## config.mk

```make
export PLATFORM = sky130hd
export DESIGN_NAME = risc_cpu_core
export DESIGN_NICKNAME = d
export VERILOG_FILES = /design/src/rtl/risc_cpu_core.sv
export SDC_FILE = /design/constraint.sdc
export NUM_CORES = 1
export LEC_CHECK = 0
export BUFFER_PORTS_ARGS = -buffer_cell sky130_fd_sc_hd__buf_2
export CORE_MARGIN = 10
export CORE_UTILIZATION = 35
export DETAILED_ROUTE_END_ITERATION = 16
export GPL_ROUTABILITY_DRIVEN = 0
export MAX_ROUTING_LAYER = met4
export PLACE_DENSITY = 0.68
export SETUP_SLACK_MARGIN = 0.05
export SLEW_MARGIN = 20
export SYNTH_ARGS = -nofsm -noshare
export SYNTH_HDL_FRONTEND = slang
export SYNTH_SLANG_ARGS = --single-unit
```

## constraint.sdc

```tcl
create_clock -name clk -period 2.9 [get_ports clk]
set_input_delay 0.29 -clock clk [delete_from_list [all_inputs] [get_ports clk]]
set_output_delay 0.29 -clock clk [all_outputs]
set_load 0.01 [all_outputs]
```

## src/rtl/risc_cpu_core.sv

```systemverilog
// Accumulator RISC core: 3-bit opcode plus operand address, one shared memory behind a
// req/ready handshake. Adds a carry flag, single-step/resume control and a retired-instruction counter.
module risc_cpu_core #(
    parameter int ADDR_WIDTH = 5,
    parameter int RESET_PC   = 0,
    parameter int CNT_WIDTH  = 16
) (
    input  logic                    clk,
    input  logic                    rst,
    input  logic                    go,
    input  logic                    step_mode,
    output logic                    mem_req,
    output logic                    mem_we,
    output logic [ADDR_WIDTH-1:0]   mem_addr,
    output logic [ADDR_WIDTH+2:0]   mem_wdata,
    input  logic [ADDR_WIDTH+2:0]   mem_rdata,
    input  logic                    mem_ready,
    output logic                    halt,
    output logic                    stepped,
    output logic [ADDR_WIDTH-1:0]   pc,
    output logic [ADDR_WIDTH+2:0]   ir,
    output logic [ADDR_WIDTH+2:0]   acc,
    output logic                    zero,
    output logic                    carry,
    output logic [CNT_WIDTH-1:0]    instr_count
);
    localparam int DW = ADDR_WIDTH + 3;
    localparam logic [ADDR_WIDTH-1:0] LP_RESET_PC = ADDR_WIDTH'(RESET_PC);

    localparam logic [2:0] ST_FETCH  = 3'd0;
    localparam logic [2:0] ST_DECODE = 3'd1;
    localparam logic [2:0] ST_MEM_RD = 3'd2;
    localparam logic [2:0] ST_MEM_WR = 3'd3;
    localparam logic [2:0] ST_HALTED = 3'd4;
    localparam logic [2:0] ST_STEP   = 3'd5;

    localparam logic [2:0] OP_HLT = 3'b000;
    localparam logic [2:0] OP_SKZ = 3'b001;
    localparam logic [2:0] OP_ADD = 3'b010;
    localparam logic [2:0] OP_AND = 3'b011;
    localparam logic [2:0] OP_XOR = 3'b100;
    localparam logic [2:0] OP_STO = 3'b110;
    localparam logic [2:0] OP_JMP = 3'b111;

    logic [2:0]            r_state;
    logic [ADDR_WIDTH-1:0] r_pc;
    logic [DW-1:0]         r_ir;
    logic [DW-1:0]         r_acc;
    logic                  r_carry;
    logic [CNT_WIDTH-1:0]  r_cnt;

    logic [2:0]            w_op;
    logic [ADDR_WIDTH-1:0] w_a;
    logic                  w_zero;
    logic [DW:0]           w_sum;
    logic                  w_retire;
    logic [2:0]            w_after_retire;
    logic                  w_access;

    assign w_op           = r_ir[DW-1:DW-3];
    assign w_a            = r_ir[ADDR_WIDTH-1:0];
    assign w_zero         = (r_acc == '0);
    assign w_sum          = {1'b0, r_acc} + {1'b0, mem_rdata};
    assign w_after_retire = step_mode ? ST_STEP : ST_FETCH;

    always_comb begin
        w_retire = 1'b0;
        case (r_state)
            ST_DECODE: w_retire = (w_op == OP_HLT) || (w_op == OP_SKZ) || (w_op == OP_JMP);
            ST_MEM_RD: w_retire = mem_ready;
            ST_MEM_WR: w_retire = mem_ready;
            default:   w_retire = 1'b0;
        endcase
    end

    always_ff @(posedge clk or posedge rst) begin
        if (rst) begin
            r_state <= ST_FETCH;
            r_pc    <= LP_RESET_PC;
            r_ir    <= '0;
            r_acc   <= '0;
            r_carry <= 1'b0;
            r_cnt   <= '0;
        end else begin
            case (r_state)
                ST_FETCH: begin
                    if (mem_ready) begin
                        r_ir    <= mem_rdata;
                        r_pc    <= r_pc + 1'b1;
                        r_state <= ST_DECODE;
                    end
                end
                ST_DECODE: begin
                    case (w_op)
                        OP_HLT: r_state <= ST_HALTED;
                        OP_SKZ: begin
                            if (w_zero) r_pc <= r_pc + 1'b1;
                            r_state <= w_after_retire;
                        end
                        OP_JMP: begin
                            r_pc    <= w_a;
                            r_state <= w_after_retire;
                        end
                        OP_STO:  r_state <= ST_MEM_WR;
                        default: r_state <= ST_MEM_RD;
                    endcase
                end
                ST_MEM_RD: begin
                    if (mem_ready) begin
                        case (w_op)
                            OP_ADD:  {r_carry, r_acc} <= w_sum;
                            OP_AND:  r_acc <= r_acc & mem_rdata;
                            OP_XOR:  r_acc <= r_acc ^ mem_rdata;
                            default: r_acc <= mem_rdata;
                        endcase
                        r_state <= w_after_retire;
                    end
                end
                ST_MEM_WR: begin
                    if (mem_ready) r_state <= w_after_retire;
                end
                ST_HALTED, ST_STEP: begin
                    if (go) r_state <= ST_FETCH;
                end
                default: r_state <= ST_FETCH;
            endcase
            if (w_retire && !(&r_cnt)) r_cnt <= r_cnt + 1'b1;
        end
    end

    // Requests are masked while rst is high so an abandoned write is never left on the bus.
    assign w_access    = (r_state == ST_FETCH) || (r_state == ST_MEM_RD) || (r_state == ST_MEM_WR);
    assign mem_req     = w_access && !rst;
    assign mem_we      = (r_state == ST_MEM_WR) && !rst;
    assign mem_addr    = (r_state == ST_FETCH) ? r_pc : w_a;
    assign mem_wdata   = r_acc;
    assign halt        = (r_state == ST_HALTED);
    assign stepped     = (r_state == ST_STEP);
    assign pc          = r_pc;
    assign ir          = r_ir;
    assign acc         = r_acc;
    assign zero        = w_zero;
    assign carry       = r_carry;
    assign instr_count = r_cnt;
endmodule
```

# Yosys cells after proc, flatten, opt, wreduce, memory -nomap -nowiden
# Index checks and enable logic that the tools add are counted.
[word_totals] input_bits=13 reg_bits=41 out_inout_bits=56
[classes] n_reduce_logical=22 mux=13 add_sub_neg=3 eq_ne=16 n_bitwise=2
[ops] op="8-bit one-hot mux with 3 select lines" n=1
[ops] op="5-bit one-hot mux with 2 select lines" n=2
[ops] op="16-bit by 1-bit adder with 16-bit output (second input constant)" n=1
[ops] op="16-bit AND reduction" n=1
[ops] op="3-bit == test (second input constant)" n=5
[ops] op="5-bit two-way mux" n=3
[ops] op="3-bit by 2-bit == test with 1-bit output (second input constant)" n=4
[ops] op="3-bit two-way mux" n=4
[ops] op="3-bit one-hot mux with 4 select lines" n=1
[ops] op="8-bit by 8-bit adder with 9-bit output" n=1
[ops] op="3-bit one-hot mux with 3 select lines" n=1
[ops] op="8-bit bitwise AND" n=1
[ops] op="8-bit zero test" n=1
[ops] op="8-bit XOR" n=1
[ops] op="3-bit by 1-bit == test with 1-bit output (second input constant)" n=2
[ops] op="3-bit zero test" n=2
[ops] op="3-bit inequality test (second input constant)" n=2
[ops] op="3-bit AND reduction" n=2
[ops] op="2-bit OR reduction" n=3
[ops] op="5-bit by 1-bit adder with 5-bit output (second input constant)" n=1
[ops] op="1-bit logical OR" n=4
[ops] op="2-bit inequality test (second input constant)" n=2
[ops] op="2-bit AND reduction" n=2
[ops] op="4-bit AND reduction" n=1
[ops] op="other kinds (5)" n=8

# Depth between registers and ports, before layout
[depth] word_depth=5 ltp_mapped=10

# Worst setup path before layout
# Ideal clock, no wire load.
[synth_timing] path_type="reg2reg" from="register r_ir[7] (netlist: ir[7])" to="register r_cnt[11] (netlist: instr_count[11])" required_time_ns=2.821 period_less_slack_ns=2.222 setup_slack_ns=0.678 stages_incl_launch_ff=11 arrival_time_ns=2.143 cell_sequence="dfrtp_1 -> buf_2 -> clkbuf_1 -> inv_1 -> ha_1 -> nand3b_1 -> a21o_1 -> a22o_1 -> buf_6 -> nor4_1 -> xor2_1"
[synth_between] elab_chain_cells=5 word_cells_on_any_way=7 classes_between="eq/ne (2); mux (1); reduce/logical (4)"
[synth_lines] element="from (decl)" line_no="47" rtl="logic [DW-1:0] r_ir;"
[synth_lines] element="from (signal assigned)" line_no="88" rtl="r_ir <= mem_rdata;"
[synth_lines] element="3-bit by 1-bit == test with 1-bit output or 3-bit zero test (tied branches)" line_no="69" rtl="ST_DECODE: w_retire = (w_op == OP_HLT) || (w_op == OP_SKZ) || (w_op == OP_JMP);"
[synth_lines] element="1-bit logical OR" line_no="69"
[synth_lines] element="1-bit logical OR (*)" line_no="69"
[synth_lines] element="1-bit one-hot mux with 2 select lines (*)" line_no="68" rtl="case (r_state)"
[synth_lines] element="1-bit logical AND (*)" line_no="127" rtl="if (w_retire && !(&r_cnt)) r_cnt <= r_cnt + 1'b1;"
[synth_lines] element="to (signal assigned)" line_no="127"
[synth_lines] element="to (decl)" line_no="50" rtl="logic [CNT_WIDTH-1:0] r_cnt;"
# Every way passes the cells marked *; elsewhere a longest branch is shown, timed or not.
# A chain may end at the register's enable or synchronous reset.

# Worst setup path after layout
[layout_timing] from="register r_state[1]" to="output port mem_addr[4]"
[layout_between] elab_chain_cells=2
[layout_lines] element="from (decl)" line_no="45" rtl="logic [2:0] r_state;"
[layout_lines] element="from (signal assigned)" line_no="98" rtl="r_state <= w_after_retire;"
[layout_lines] element="from (signal assigned)" line_no="102" rtl="r_state <= w_after_retire;"
[layout_lines] element="from (signal assigned)" line_no="116" rtl="r_state <= w_after_retire;"
[layout_lines] element="3-bit zero test" line_no="135" rtl="assign mem_addr = (r_state == ST_FETCH) ? r_pc : w_a;"
[layout_lines] element="5-bit two-way mux" line_no="135"
[layout_lines] element="to (decl)" line_no="14" rtl="output logic [ADDR_WIDTH-1:0] mem_addr,"
# Every way passes these cells.

==> results.yml <==
detailed_routing:
  vias_per_cell: 5.246
  routed_wire_length_per_instance_um: 15.89
  final_wl_um: 7625
  drtPass1Iterations: 4
  drt_drc_violations_left: 0
  first_iter_violations: 163
  drtAntennaViolNets: 0
  dr_total_vias: 2518
layout:
  area.growth.synth_to_final_pct: 16.56
  final_design_area_no_fill_um2: 3329
  layout_cell_share_with_drive_strength_beyond_1_pct: 26.19
  final_cells: 480
  nNetsFinal: 402
  multi_input_comb_area_um2: 1652
  ant_diodes: 0
  layout_commonest_cell: "buf_2"
  final_cell_mix: "68 x buf_2, 41 x dfrtp_1, 26 x nand2_1"
  final_util_pct: 42.43
  count_of_filler_cells_inserted_in_the_layout: 831
  seqCellArea_um2: 1026
clock_tree:
  postCtsHoldBufs: 0
  clkSinkCount: 41
  max-clock-path-buffers: 2
  cts_post_setup_buffers_inserted: 0
  cts.root.buffer_cell: "clkbuf_8"
  post_cts_resize_count: 0
  tritoncts_clock_tree: "built"
  clock_insertion_delay_worst_skew_ps: 290
  clkSlewWorstSetupHoldPaths_ps: 80
  number_of_buffers_created_by_cts: 5
  htree_depth: 2
floorplan:
  pin_count: 69
  floorplan.die.height_um: 110.3
  initial_core_util_pct: 36.40
  chipWidth_um: 110.3
  core_area_um2: 7848
  die_area_um2: 12170
  num_rows: 32
worst_setup_path:
  timing.rr.end: "instr_count[13]"
  crit_type: "reg2out"
  r2r.worst_path.cells: 5
  worst_setup_path_end_kind: "primary output"
  crit-reg2reg-launch: "r_state[2]"
  crit_fanout: 13
  worstPathRequired_ps: 2610
  regToRegSetupSlack_ps: 800
  worst-endpoint-arrival_ps: 1940
  worstSetupStartpointType: "flop"
sta:
  hold_viol: 0
  fin_tns_setup_ps: 0
  relSlewSlack_pct: 56.30
  tightestPinTransition_ps: 646.2
  timing_max_transition_violations_final: 0
  period_minus_slack_ps: 2228
  post_route_skew_ps: 8.876
  max_clock_freq_ghz: 0.4488
  setup-violations-final: 0
  period_share_pct: 76.84
  setup_repair_after_global_routing_missed_its_margin: "false"
logic_synthesis:
  synth_top_area_cell: "dfrtp_1"
  synth_edf_count: 0
  dominantRegCellSynth: "dfrtp_1"
  synth_largest_type_area_fraction_pct: 35.92
  post_synth_num_cell_types: 51
  yosysSeqAreaShare_pct: 35.92
  yosys_warnings: 0
  ys_top_cells_by_area: "dfrtp_1 36%, mux2_2 5.1%, ha_1 4.8%"
  postSynthAreaPerCell_um2: 8.871
  syn-cell-area_um2: 2856
  synth_nets: 347
  syn_inst: 322
  ys_ff_latch: 41
  postSynth.asyncResetShare_pct: 100.0
power:
  fin_total_pwr_w: 0.003685
  powerDensity_nw_per_um2: 1107
  vdd_ir_drop_max_mv: 0.2935
  total_leakage_power_nw: 1.445
place:
  buffer_ports.inserted: 68
  half_perimeter_wire_length_after_placement_um: 5845
  dp_cells: 472
  placed_cell_area_um2: 3228
global_route:
  groute.usage.overall_pct: 13.24
  grt-ovfl-total: 0
  grt_start_max_net_pins: 42
  grt_first_pass_wirelength_um: 12770
  grt_pass1_vias: 2532
  antenna_found_initial: 0
worst_hold_path:
  tightest_hold_check_type: "in2async"
run:
  cap_violations: 0
outcome:
  run_status: "finished, final reports clean"
==> critical path, stage by stage (launching register included) <==
cell     delay (ps)
dfrtp_1         510
nor3_2          580
mux2_2          410
buf_2           140
==> worst max-delay path by stage <==
stage,start,to,cells after the start
2_1_floorplan,ir[7],instr_count[11],10
3_3_place_gp,r_state[2],instr_count[14],5
3_5_place_dp,r_state[2],instr_count[14],5
4_1_cts,r_state[1],mem_addr[4],3
5_1_grt,r_state[1],mem_addr[4],3
6_report,r_state[1],mem_addr[4],3
==> metal layers <==
| metal | GRT usage, % | routed length [µm] | up-vias |
|---|---|---|---|
| met2 | 20.45 | 3636 | 51 |
| met1 | 16.89 | 3489 | 1197 |
| met5 | - | 0 | - |
| met3 | 3.134 | 425 | 6 |
| met4 | 3.761 | 73 | 0 |
| li1 | - | - | 1264 |
==> per-stage QoR <==
step | hold slack [ps] | setup WS (ps)
global route | 199.3 | 542.9
global placement | 477.4 | 881.4
detailed placement | 477.4 | 828.9
finish | 135.2 | 671.7
CTS | 158.6 | 650.1
floorplan | 406.8 | 677.9
==> Yosys cell counts, types with 3 or more instances <==
cell type / instances
clkbuf_1: 11
nor4_1: 3
inv_1: 11
and2_1: 4
nand3_1: 12
and3_1: 3
nor2b_1: 6
xnor2_1: 8
nand2_1: 26
nor2_1: 20
nor3b_1: 3
nand2b_1: 8
ha_1: 11
buf_2: 4
o21ai_0: 25
xor2_1: 10
buf_4: 9
a22oi_1: 6
o211ai_1: 7
or4_1: 3
nand4_1: 4
a21oi_1: 18
mux2_2: 13
a31oi_1: 5
a21o_1: 3
nor3_1: 10
dfrtp_1: 41
mux2i_1: 5
==> flip-flops by register name, summed over array words and instances, names as in the netlist <==
| register | flops |
|---|---|
| acc | 8 |
| carry | 1 |
| instr_count | 16 |
| ir | 8 |
| pc | 5 |
| r_state | 3 |
==> cell type report <==
type	count	area share [%]
multi-input cells	244	49.61
repair buffers	73	11.35
flip-flops and latches	41	30.82
clock buffers	7	2.894
clock inverters	1	0.1503
inverters	12	1.353
well taps	102	3.833
==> cell families (layout without fill, tap and decap cells) <==
| logic type | Yosys count | after routing | synth area share, % |
|---|---|---|---|
| adders and majority gates | 12 | 12 | 5.519 |
| and+or+nand+nor | 114 | 114 | 21.64 |
| xor gates and xnor gates | 18 | 18 | 5.519 |
| buffers and inverters | 37 | 93 | 6.482 |
| muxes | 18 | 18 | 6.877 |
| DFF | 41 | 41 | 35.92 |
| AOI/OAI and AO/OA | 82 | 82 | 18.05 |
==> where the power goes <==
group / leakage [nW] / switching, W / internal [W]
clock: 0.0542 / 0.000202 / 0.000215
sequential: 0.482 / 0.000333 / 0.000796
combinational: 0.909 / 0.00120 / 0.000939
total: 1.44 / 0.00173 / 0.00195
Power figures use the tool's default switching activity.
